File: src/rtl/draw_pkg.sv
// Shared definitions for the drawing blocks: FSM state encoding and default
// screen geometry / colour depth.
package draw_pkg;

  typedef enum logic [1:0] {
    IDLE = 2'd0,
    DRAW = 2'd1,
    DONE = 2'd2
  } draw_state_t;

  localparam int SCREEN_W_DEF = 160;
  localparam int SCREEN_H_DEF = 120;
  localparam int CW_DEF       = 3;

endpackage

File: src/rtl/rect_scan_counter.sv
// Column/row stepper for the rectangle scan. It presents the position that
// follows the current one, including the outline jump across interior rows.
module rect_scan_counter #(
  parameter int XW = 8,
  parameter int YW = 7
) (
  input  logic          clk,
  input  logic          reset,
  input  logic          load,
  input  logic          step,
  input  logic [XW-1:0] w,
  input  logic [YW-1:0] h,
  input  logic          outline,
  output logic [XW-1:0] nx,
  output logic [YW-1:0] ny,
  output logic          last
);

  logic [XW-1:0] cx_reg;
  logic [YW-1:0] cy_reg;
  logic [XW-1:0] w_m1;
  logic [YW-1:0] h_m1;
  logic          row_end;
  logic          interior;

  assign w_m1     = w - XW'(1);
  assign h_m1     = h - YW'(1);
  assign row_end  = (cx_reg == w_m1);
  assign interior = outline && (cy_reg != '0) && (cy_reg != h_m1);
  assign last     = row_end && (cy_reg == h_m1);

  always_comb begin
    nx = cx_reg + XW'(1);
    ny = cy_reg;
    if (row_end) begin
      nx = '0;
      ny = cy_reg + YW'(1);
    end else if (interior && (cx_reg == '0)) begin
      // Border-only rows need just the left and right pixels.
      nx = w_m1;
    end
  end

  always_ff @(posedge clk) begin
    if (!reset || load) begin
      cx_reg <= '0;
      cy_reg <= '0;
    end else if (step) begin
      cx_reg <= nx;
      cy_reg <= ny;
    end
  end

endmodule

File: src/rtl/rect_drawer.sv
// Rectangle rasteriser: one pixel per accepted cycle on a plot/ready port.
// Define RECT_CLIP_EN to suppress pixels outside SCREEN_W x SCREEN_H.
module rect_drawer
  import draw_pkg::*;
#(
  parameter int XW       = 8,
  parameter int YW       = 7,
  parameter int CW       = CW_DEF,
  parameter int SCREEN_W = SCREEN_W_DEF,
  parameter int SCREEN_H = SCREEN_H_DEF
) (
  input  logic          clk,
  input  logic          reset,
  input  logic          go,
  input  logic [XW-1:0] x0,
  input  logic [YW-1:0] y0,
  input  logic [XW-1:0] w,
  input  logic [YW-1:0] h,
  input  logic [CW-1:0] colour_in,
  input  logic          outline,
  input  logic          pix_ready,
  output logic [XW-1:0] x,
  output logic [YW-1:0] y,
  output logic [CW-1:0] colour,
  output logic          plot,
  output logic          busy,
  output logic          done
);

  draw_state_t   state_reg, state_next;
  logic [XW-1:0] x0_reg, w_reg;
  logic [YW-1:0] y0_reg, h_reg;
  logic [CW-1:0] colour_l_reg;
  logic          outline_reg;

  logic [XW-1:0] x_reg, x_next;
  logic [YW-1:0] y_reg, y_next;
  logic [CW-1:0] colour_reg, colour_next;
  logic          plot_reg, plot_next;
  logic          busy_reg, busy_next;
  logic          done_reg, done_next;

  logic          start, empty, advance, last;
  logic [XW-1:0] nx, base_x, off_x, px;
  logic [YW-1:0] ny, base_y, off_y, py;
  logic          vis;

  assign start = (state_reg == IDLE) && go;
  assign empty = (w == '0) || (h == '0);
  // A clipped pixel (plot low while drawing) is skipped without waiting.
  assign advance = (state_reg == DRAW) && (pix_ready || !plot_reg);

  always_ff @(posedge clk) begin
    if (!reset) begin
      x0_reg       <= '0;
      y0_reg       <= '0;
      w_reg        <= '0;
      h_reg        <= '0;
      colour_l_reg <= '0;
      outline_reg  <= 1'b0;
    end else if (start) begin
      x0_reg       <= x0;
      y0_reg       <= y0;
      w_reg        <= w;
      h_reg        <= h;
      colour_l_reg <= colour_in;
      outline_reg  <= outline;
    end
  end

  rect_scan_counter #(.XW(XW), .YW(YW)) u_scan (
    .clk     (clk),
    .reset   (reset),
    .load    (start),
    .step    (advance),
    .w       (w_reg),
    .h       (h_reg),
    .outline (outline_reg),
    .nx      (nx),
    .ny      (ny),
    .last    (last)
  );

  // The first pixel comes straight from the inputs; later ones from the stepper.
  assign base_x = start ? x0 : x0_reg;
  assign base_y = start ? y0 : y0_reg;
  assign off_x  = start ? '0 : nx;
  assign off_y  = start ? '0 : ny;

`ifdef RECT_CLIP_EN
  localparam logic [XW:0] SCREEN_W_C = (XW+1)'(SCREEN_W);
  localparam logic [YW:0] SCREEN_H_C = (YW+1)'(SCREEN_H);
  logic [XW:0] px_full;
  logic [YW:0] py_full;
  assign px_full = {1'b0, base_x} + {1'b0, off_x};
  assign py_full = {1'b0, base_y} + {1'b0, off_y};
  assign px      = px_full[XW-1:0];
  assign py      = py_full[YW-1:0];
  assign vis     = (px_full < SCREEN_W_C) && (py_full < SCREEN_H_C);
`else
  assign px  = base_x + off_x;
  assign py  = base_y + off_y;
  assign vis = 1'b1;
`endif

  always_ff @(posedge clk) begin
    if (!reset) begin
      state_reg  <= IDLE;
      x_reg      <= '0;
      y_reg      <= '0;
      colour_reg <= '0;
      plot_reg   <= 1'b0;
      busy_reg   <= 1'b0;
      done_reg   <= 1'b0;
    end else begin
      state_reg  <= state_next;
      x_reg      <= x_next;
      y_reg      <= y_next;
      colour_reg <= colour_next;
      plot_reg   <= plot_next;
      busy_reg   <= busy_next;
      done_reg   <= done_next;
    end
  end

  always_comb begin
    state_next = state_reg;
    case (state_reg)
      IDLE:    if (go) state_next = empty ? DONE : DRAW;
      DRAW:    if (advance && last) state_next = DONE;
      DONE:    state_next = IDLE;
      default: state_next = IDLE;
    endcase
  end

  always_comb begin
    x_next      = x_reg;
    y_next      = y_reg;
    colour_next = colour_reg;
    plot_next   = 1'b0;
    busy_next   = (state_next != IDLE);
    done_next   = (state_next == DONE);
    case (state_reg)
      IDLE: begin
        if (go && !empty) begin
          x_next      = px;
          y_next      = py;
          colour_next = colour_in;
          plot_next   = vis;
        end
      end
      DRAW: begin
        if (!advance) begin
          plot_next = plot_reg;
        end else if (!last) begin
          x_next      = px;
          y_next      = py;
          colour_next = colour_l_reg;
          plot_next   = vis;
        end
      end
      default: begin
      end
    endcase
  end

  assign x      = x_reg;
  assign y      = y_reg;
  assign colour = colour_reg;
  assign plot   = plot_reg;
  assign busy   = busy_reg;
  assign done   = done_reg;

endmodule

File: config.mk
export PLATFORM = sky130hd
export DESIGN_NAME = rect_drawer
export DESIGN_NICKNAME = d
export VERILOG_FILES = /design/src/rtl/draw_pkg.sv /design/src/rtl/rect_scan_counter.sv /design/src/rtl/rect_drawer.sv
export SDC_FILE = /design/constraint.sdc
export NUM_CORES = 1
export LEC_CHECK = 0
export BUFFER_PORTS_ARGS = -buffer_cell sky130_fd_sc_hd__buf_2
export CAP_MARGIN = 25
export CORE_UTILIZATION = 55
export DETAILED_ROUTE_END_ITERATION = 6
export PLACE_DENSITY_LB_ADDON = 0.15
export RECOVER_POWER = 50
export REMOVE_ABC_BUFFERS = 1
export SLEW_MARGIN = 15
export SYNTH_ARGS = -nofsm -noshare
export SYNTH_HDL_FRONTEND = slang
export SYNTH_SLANG_ARGS = --single-unit
export TNS_END_PERCENT = 100
File: constraint.sdc
create_clock -name clk -period 9.55 [get_ports clk]
set_clock_uncertainty 0.05 [all_clocks]
set_input_delay 0.955 -clock clk [delete_from_list [all_inputs] [get_ports clk]]
set_output_delay 0.955 -clock clk [all_outputs]
set_load 0.02 [all_outputs]
==> metrics list, run 1 <==
- Result of the run: finished with violations
- The final reports fail on max-capacitance violations, max-slew violations.
- The number of hold buffers added after CTS was 0.
- Overall routed net length: 9721 um
- Count of final setup violators: 0
* Combined area of all synthesized cells: 0.004207 mm2
- CTS Sinks: 72
- Synth async-reset ratio: 0%
* Post-CTS sizing: 0
* Synthesized netlist cell count: 534
* Core region area: 0.007331 mm2
* Number of cell rows: 31
* Critical Path Start Type: register
- Measured along the x axis, the die boundary spans 89.46 um.
- Layout Cell Area excl Fill: 0.004661 mm2
- Summing over every cut layer, the via total after detailed routing is 3,733.
- Buffers inserted during clock tree synthesis total 9.
- In the global route stage, overall resource usage came out at 25.81%.
* Number of enable flip-flop cells after synthesis: 0
- Worst-case setup margin in the final layout: 5.034 ns
- Routed length per placed instance: 14.44 um
- Of the cells placed in the final design, the portion with a size suffix greater than 1 is 10.45%.
- Multi-input gate area in the final layout: 0.002555 mm2
* Post-Syn Area per Cell: 7.877 um2
* Buffer depth of the longest clock path: 2
- Leakage: 2.030 nW
- Maximum number of pins on one net before global-route repair: 54
- Number of different library cells in the post-synthesis netlist: 58
* Classification of the worst setup path: register to register
- Power spread over the standard cell area amounts to 152.0 mW/mm2.
- Global placer's final weighted congestion: 0.8389
- Timing analysis after detailed placement gives a worst setup slack of 5.117 ns.
- Count of state elements after synthesis: 72
- Buffer cell driving the clock tree root: sky130_fd_sc_hd__clkbuf_8
* Placed wire-length estimate after detailed placement: 6912 um
- In this run the vertical extent of the chip is 89.46 um.
- Total iterations of the first detailed-routing run: 4
- The final layout contains 629 nets.
* RSZ-0062 raised after global routing: false
- Sequential cells were found to cover 34.27% of the synthesized design area.
* Required time of the critical path: 9.75 ns
* Syn-to-layout area delta: 10.80%
* Footprint of the flip-flops and latches: 0.001441 mm2
- Among all flip-flop cells after synthesis, the most frequent one is sky130_fd_sc_hd__dfxtp_1.
- Post-CTS setup buffers: 0
- ANT nets after route: 0
- Setup total negative slack on the finished layout was measured at 0 ns.
* Final core utilization: 63.58%
- In the layout the commonest cells are sky130_fd_sc_hd__nand2_1 (103), sky130_fd_sc_hd__dfxtp_1 (72), sky130_fd_sc_hd__nor2_1 (50).
- The total overflow left after global routing is 0.
* Worst Path Max Fanout: 7
* Worst min-delay path category: register to register
* Worst voltage drop across the vdd grid: 0.07400 mV
- Once the floorplan was initialized, standard cells occupied 57.38% of the core.
- Yosys printed 0 warnings.
- Detailed-route DRC error count: 0
- Dividing the detail-routed via count by the number of cells gives 5.547.
- Total of fill cells in the finished design: 674
- The worst setup path is captured at a register.
- Vias in the first global route: 3,379
- Arrival time at the worst endpoint: 4.72 ns
- CTS built an H-tree with a depth of 3.
* Count of inserted antenna diode cells: 0
* Cell Area, Placed: 0.004493 mm2
* First-pass GRT wire length: 15,770 um
- Initial DRC count: 194
* Antenna violations before repair: 0
* Min Tclk post-route: 4.516 ns
- Clock-pin slew was measured on the worst setup and hold paths at 0.08 ns.
- The die covers 0.008002 mm2.
- Actual transition at the worst max-transition pin: 1.712 ns
* Number of port buffers: 58
- Commonest non-fill, non-tap cell in the layout: sky130_fd_sc_hd__nand2_1
* Hold Fails Final Rpt: 0
- Boundary pin count: 59
* Clock Latency Late Sink: 0.35 ns
- For this run, the top clock speed supported by timing is 0.2214 GHz.
- Period utilization: 47.29%
- The worst pin sits at a relative slew slack of -14.23%.
* Clock tree from TritonCTS: done
- Max-slew violation count: 54
* Number of max-cap violations: 1
-- final cells by class --
type                            instances  area share, %
Clock buffer                           11          3.034
Clock inverter                          4          1.154
Inverter                               18          1.450
Multi-Input combinational cell        409          54.82
Sequential cell                        72          30.93
Tap cell                               99          2.658
Timing Repair Buffer                   60          5.960
-- worst max-delay path: stages, from the launching register on --
cell and delay (ns):
sky130_fd_sc_hd__dfxtp_1 0.43, sky130_fd_sc_hd__inv_1 0.07, sky130_fd_sc_hd__ha_1 0.30, sky130_fd_sc_hd__xnor2_1 0.16
sky130_fd_sc_hd__o2bb2ai_1 0.12, sky130_fd_sc_hd__a2111oi_0 0.49, sky130_fd_sc_hd__o31ai_1 0.27, sky130_fd_sc_hd__nand2b_1 0.30
sky130_fd_sc_hd__mux2i_1 0.29, sky130_fd_sc_hd__nand3_1 0.17, sky130_fd_sc_hd__inv_1 0.10, sky130_fd_sc_hd__ha_1 0.22
sky130_fd_sc_hd__a21o_1 0.17, sky130_fd_sc_hd__a21oi_1 0.22, sky130_fd_sc_hd__o21bai_1 0.09, sky130_fd_sc_hd__a21oi_1 0.21
sky130_fd_sc_hd__o21ai_0 0.18, sky130_fd_sc_hd__a211o_1 0.29, sky130_fd_sc_hd__a211o_1 0.22, sky130_fd_sc_hd__o221ai_1 0.06
-- worst paths after layout --
path,from,endpoint,slack (ns),cells past startpoint
max,h_reg[0],x[7],5.03,19
min,colour_l_reg[1],colour_l_reg[1],0.41,2
max reg2reg,h_reg[0],x[7],5.03,19
min reg2reg,colour_l_reg[1],colour_l_reg[1],0.41,2
-- metal layers --
| layer | track usage (%) | up-vias | share of wire (%) |
|---|---|---|---|
| met5 | 0 | - | 0 |
| met4 | 10.25 | 0 | 1.6 |
| met3 | 3.324 | 16 | 4.0 |
| met2 | 44.76 | 76 | 49 |
| met1 | 32.50 | 1757 | 45 |
| li1 | - | 1884 | - |
-- report_power, final --
| group | switching (mW) | internal (mW) | leakage (nW) | total [mW] |
|---|---|---|---|---|
| Clock | 0.118 | 0.127 | 0.0920 | 0.245 |
| Sequential | 0.0121 | 0.318 | 0.589 | 0.330 |
| Combinational | 0.0826 | 0.0509 | 1.35 | 0.134 |
-- Yosys cell counts (2+ instances only) --
cell type                  instances  area [um2]
sky130_fd_sc_hd__and2_1            4       25.02
sky130_fd_sc_hd__clkbuf_1         28       105.1
sky130_fd_sc_hd__o21ai_0          10       50.05
sky130_fd_sc_hd__a31oi_1           3       18.77
sky130_fd_sc_hd__nand2_1         103       386.6
sky130_fd_sc_hd__and3_1            4       25.02
sky130_fd_sc_hd__a211oi_1          7       52.55
sky130_fd_sc_hd__nor2_1           50       187.7
sky130_fd_sc_hd__or2_2             2       12.51
sky130_fd_sc_hd__dfxtp_1          72        1441
sky130_fd_sc_hd__inv_1            17       63.81
sky130_fd_sc_hd__nor4_1            6       37.54
sky130_fd_sc_hd__nand2b_1          3       18.77
sky130_fd_sc_hd__nor2b_1           9       56.30
sky130_fd_sc_hd__xor2_1           19       166.4
sky130_fd_sc_hd__a22oi_1           5       37.54
sky130_fd_sc_hd__or4_1             2       15.01
sky130_fd_sc_hd__buf_1             3       11.26
sky130_fd_sc_hd__o31ai_1           5       37.54
sky130_fd_sc_hd__nor3_1            8       40.04
sky130_fd_sc_hd__a21oi_1          49       245.2
sky130_fd_sc_hd__o21bai_1          5       37.54
sky130_fd_sc_hd__or2_1             2       12.51
sky130_fd_sc_hd__or3_1             3       18.77
sky130_fd_sc_hd__ha_1             19       237.7
sky130_fd_sc_hd__buf_2             3       15.01
sky130_fd_sc_hd__nand3_1           9       45.04
sky130_fd_sc_hd__mux2i_1          19       190.2
sky130_fd_sc_hd__xnor2_1          27       236.5
sky130_fd_sc_hd__xnor3_1           2       45.04
sky130_fd_sc_hd__o211ai_1          2       15.01
sky130_fd_sc_hd__a211o_1           3       26.28
sky130_fd_sc_hd__a21o_1            5       37.54
sky130_fd_sc_hd__fa_1              2       40.04
-- metrics by stage --
stage	std cells	total power, mW	hold WS, ns
after floorplan	499	0.4292	0.3857
after global placement	658	0.4688	0.3937
after detailed placement	658	0.4712	0.3969
after CTS	673	0.7154	0.4081
after global routing	673	0.7431	0.4344
final	673	0.7082	0.4065
-- cells by family (layout without fill, tap and decap cells) --
logic type / Yosys count / after routing / share of synthesized area [%]
compound gates: 106 / 106 / 15.71
xor+xnor: 48 / 48 / 10.65
fa+ha+maj: 21 / 21 / 6.603
buf+inv: 53 / 93 / 4.997
flops: 72 / 72 / 34.27
mux: 19 / 19 / 4.521
simple gates: 215 / 215 / 23.26
Power figures use the tool's default switching activity.
==> run 2: changes to the inputs <==
Settings changed: ABC_AREA set to 1, CORE_UTILIZATION 55 to 52.
Clock period 9.55 ns to 3.8 ns, I/O delays scaled along.
==> run 2 against run 1 <==
  * The run now ends clean
  * Total power rose to 2.9 times the previous value
  * Maximum frequency up 29%
  * Sequential share of layout area decreased by 1.2 points
  * Non-clock buffer count up 8
  * First-iteration DRC count rose by 36%
  * Sequential cell count unchanged
  * Clock power grew 130%
==> metrics list, run 2 <==
- Max-slew violation count: 0 (-100%)
* Synthesized netlist cell count: 641 (+20%)
* Layout cells sized above 1: 14.27% (+3.8 points)
- Actual transition at the worst max-transition pin: 0.6821 ns (-1.029 ns)
- The highest fanout seen on the critical path came to 10 (+3).
- The worst setup path is captured at a register.
- Count of inserted antenna diode cells: 0 (unchanged)
* Number of max-cap violations: 0 (-1)
* Boundary pin count: 59 (unchanged)
- The worst-case vdd ir drop was 0.2347 mV (+220%).
- Period utilization: 92.28% (+45 points)
* Clock Latency Late Sink: 0.35 ns (about the same)
* Count of state elements after synthesis: 72 (unchanged)
- Multi-input gate area in the final layout: 0.002431 mm2 (-4.8%)
- The remaining number of nets flagged by the antenna check after routing came to 0 (unchanged).
* Post-Syn Area per Cell: 6.721 um2 (-15%)
- Post-CTS setup buffers: 0 (unchanged)
- The final design area excluding fillers was 0.004855 mm2 (+4.2%).
- The worst setup margin is 0.2935 ns (-4.740 ns).
- The worst setup path is launched from a register.
* Fin Setup TNS: 0 ns (unchanged)
- Initial core utilization: 54.62% (-2.8 points)
- Syn-to-layout area delta: 12.69%
* Clock transition at the registers of the reported paths: 0.08 ns (about the same)
* Synth async-reset ratio: 0% (unchanged)
- Total of fill cells in the finished design: 731 (+8.5%)
- The maximum count of clock buffers along a single path was 2 (unchanged).
- Final core utilization: 61.55% (-2.0 points)
* Leakage: 2.383 nW (+17%)
* Max-slew headroom at the worst pin: 54.36% (+69 points)
* Required time of the critical path: 3.99 ns (-5.76 ns)
- The number of vias per cell after detailed routing came to 5.183 (-6.6%).
- Footprint of the flip-flops and latches: 0.001441 mm2 (unchanged)
- Horizontal die dimension: 93.02 um (+4.0%)
- Clock tree from TritonCTS: done
* First-pass GRT wire length: 17,680 um (+12%)
* Cell area power density: 424.5 mW/mm2 (+180%)
- The number of search-and-repair iterations in the first detailed-routing pass is 4 (unchanged).
- DR vias: 4,162 (+11%)
* Min Tclk post-route: 3.506 ns (-1.010 ns)
- The run finished with clean final reports.
- The overall fraction of global-route tracks in use came to 25.67% (-0.15 points).
- The total number of clock tree sinks is 72 (unchanged).
- The H-tree level count came to 3 (unchanged).
- Achievable Freq: 0.2852 GHz (+29%)
- Ranked by total cell area, the synthesized netlist is headed by sky130_fd_sc_hd__dfxtp_1 (33%), sky130_fd_sc_hd__nand2_1 (9.3%), sky130_fd_sc_hd__nor2_1 (8.1%).
- The number of stages on the worst hold path was 3 (+1).
- Worst setup slack after placement: 0.1843 ns (-4.933 ns)
- Initial DRC count: 264 (+36%)
* Antenna violations before repair: 0 (unchanged)
- Commonest cells post-synth: sky130_fd_sc_hd__nand2_1 (107), sky130_fd_sc_hd__nor2_1 (93), sky130_fd_sc_hd__inv_1 (83), sky130_fd_sc_hd__dfxtp_1 (72), sky130_fd_sc_hd__o21ai_0 (53)
- Maximum number of pins on one net before global-route repair: 40 (-26%)
* Overall routed net length: 10,380 um (+6.8%)
* Overflow after GRT: 0 (unchanged)
- Classification of the worst setup path: register to register
- Yosys top cell by area: sky130_fd_sc_hd__dfxtp_1
- Routed length per placed instance: 12.93 um (-10%)
- Vertical extent of the die: 93.02 um (+4.0%)
* Number of cell rows: 32 (+3.2%)
- Leaving out fill and tap cells, the most frequent cell in the layout is sky130_fd_sc_hd__nand2_1.
- Detailed-route DRC error count: 0 (unchanged)
- The setup violation total in the final timing report is 0 (unchanged).
* Leading cell types in the layout, fill and taps excluded: sky130_fd_sc_hd__nand2_1 (106), sky130_fd_sc_hd__nor2_1 (92), sky130_fd_sc_hd__inv_1 (83)
- The total design power was 2.061 mW (+190%).
* Placed wire-length estimate after detailed placement: 7427 um (+7.5%)
* Arrival time at the worst endpoint: 3.70 ns (-1.02 ns)
* Synthesis Warnings: 0 (unchanged)
- The placer's final routability congestion estimate came to 0.8810 (+5.0%).
- Among all flip-flop cells after synthesis, the most frequent one is sky130_fd_sc_hd__dfxtp_1.
- The min-delay analysis places its worst path in the category input pin to register.
* Number of port buffers: 58 (unchanged)
- Number of cell instances on the worst register-to-register path: 23 (+4)
* Vias in the first global route: 3,909 (+16%)
- The core box area is 0.007888 mm2 (+7.6%).
* Library cell with the highest instance count after synthesis: sky130_fd_sc_hd__nand2_1
* Fraction of synthesized cell area taken by the top area cell type: 33.46% (-0.81 points)
- The total cell area at the placement stage was 0.004686 mm2 (+4.3%).
* Buffer cell driving the clock tree root: sky130_fd_sc_hd__clkbuf_8
- The sequential cell area fraction in the yosys report was 33.46% (-0.81 points).
- The post-synthesis cell area is 0.004308 mm2 (+2.4%).
- The number of synthesized flops with an enable pin came to 0 (unchanged).
- The die footprint is 0.008653 mm2 (+8.1%).
* Total clock buffers created by CTS: 9 (unchanged)
* Total Nets Final: 755 (+20%)
- The final hold violation count is 0 (unchanged).
- The unique cell type count in the Yosys netlist was 37 (-36%).
run 2: cell count changes in the layout (fill, tap and decap cells not counted), sizes merged, moves of 8 or more:
cell and change:
a21oi -8, buf +8, inv +68, mux2i -17, nand3 +29, nand4 +10
nor2 +51, nor2b -9, o21ai +59, or2 +13, xnor2 -22
run 2: logic make-up (layout without fill, tap and decap cells):
family / Yosys count / in the layout / synth area share [%]
fa+ha+maj: 21 / 21 / 6.448
xor+xnor: 19 / 19 / 3.863
buf+inv: 114 / 174 / 10.54
flops: 72 / 72 / 33.46
compound gates: 123 / 123 / 15.31
mux: 2 / 2 / 0.4647
simple gates: 290 / 290 / 29.92
run 2: routing by layer:
| layer | global-route usage (%) | routed length, um |
|---|---|---|
| met3 | 3.902 | 482 |
| met4 | 9.487 | 147 |
| met2 | 41.48 | 4680 |
| met5 | 0 | 0 |
| met1 | 34.58 | 5070 |
run 2: what timing repair did:
| item | 4_1_cts | 5_1_grt |
|---|---|---|
| hold buffers | 0 | 0 |
| resized for setup | 0 | 8 |
| setup endpoints to repair | 0 | 3 |
run 2: critical path, stage by stage, from the launching register on:
cell,delay [ns]
sky130_fd_sc_hd__dfxtp_1,0.33
sky130_fd_sc_hd__inv_2,0.12
sky130_fd_sc_hd__ha_2,0.21
sky130_fd_sc_hd__nand2_1,0.08
sky130_fd_sc_hd__nor2_2,0.12
sky130_fd_sc_hd__nand3_1,0.10
sky130_fd_sc_hd__nand2_1,0.11
sky130_fd_sc_hd__nand2_1,0.06
sky130_fd_sc_hd__nand2_1,0.10
sky130_fd_sc_hd__nor2_4,0.06
sky130_fd_sc_hd__nand3_4,0.11
sky130_fd_sc_hd__buf_6,0.17
sky130_fd_sc_hd__o211ai_1,0.14
sky130_fd_sc_hd__nor2_1,0.19
sky130_fd_sc_hd__ha_1,0.21
sky130_fd_sc_hd__inv_1,0.06
sky130_fd_sc_hd__fa_1,0.42
sky130_fd_sc_hd__o21ai_2,0.18
sky130_fd_sc_hd__nand2_1,0.09
sky130_fd_sc_hd__a21oi_1,0.14
sky130_fd_sc_hd__nor2_1,0.07
sky130_fd_sc_hd__xnor2_1,0.12
sky130_fd_sc_hd__nor2_1,0.10
sky130_fd_sc_hd__nor2_1,0.06
run 2: power breakdown:
part | total (mW) | switching (mW) | internal (mW)
Clock | 0.561 | 0.287 | 0.274
Sequential | 0.881 | 0.0507 | 0.830
Combinational | 0.619 | 0.399 | 0.220
Total | 2.06 | 0.737 | 1.32
run 2: worst paths after layout:
path	from	to	slack [ns]
worst max register to register	w_reg[0]	x[6]	0.29
worst min-delay path	outline	outline_reg	0.22
worst max-delay path	w_reg[0]	x[6]	0.29
worst min register to register	h_reg[6]	h_reg[6]	0.42
run 2: final cells by class:
class | count | area share [%]
Timing Repair Buffer | 68 | 6.985
Tap cell | 102 | 2.629
Inverter | 90 | 6.985
Clock buffer | 14 | 3.351
Multi-Input combinational cell | 455 | 50.08
Clock inverter | 2 | 0.2835
Sequential cell | 72 | 29.69
run 2: metrics by stage:
| stage | hold slack (ns) | std cells |
|---|---|---|
| final | 0.2198 | 803 |
| after detailed placement | 0.4170 | 787 |
| after global placement | 0.4130 | 787 |
| after CTS | 0.2042 | 803 |
| after global routing | 0.2256 | 803 |
| after floorplan | 0.3938 | 617 |
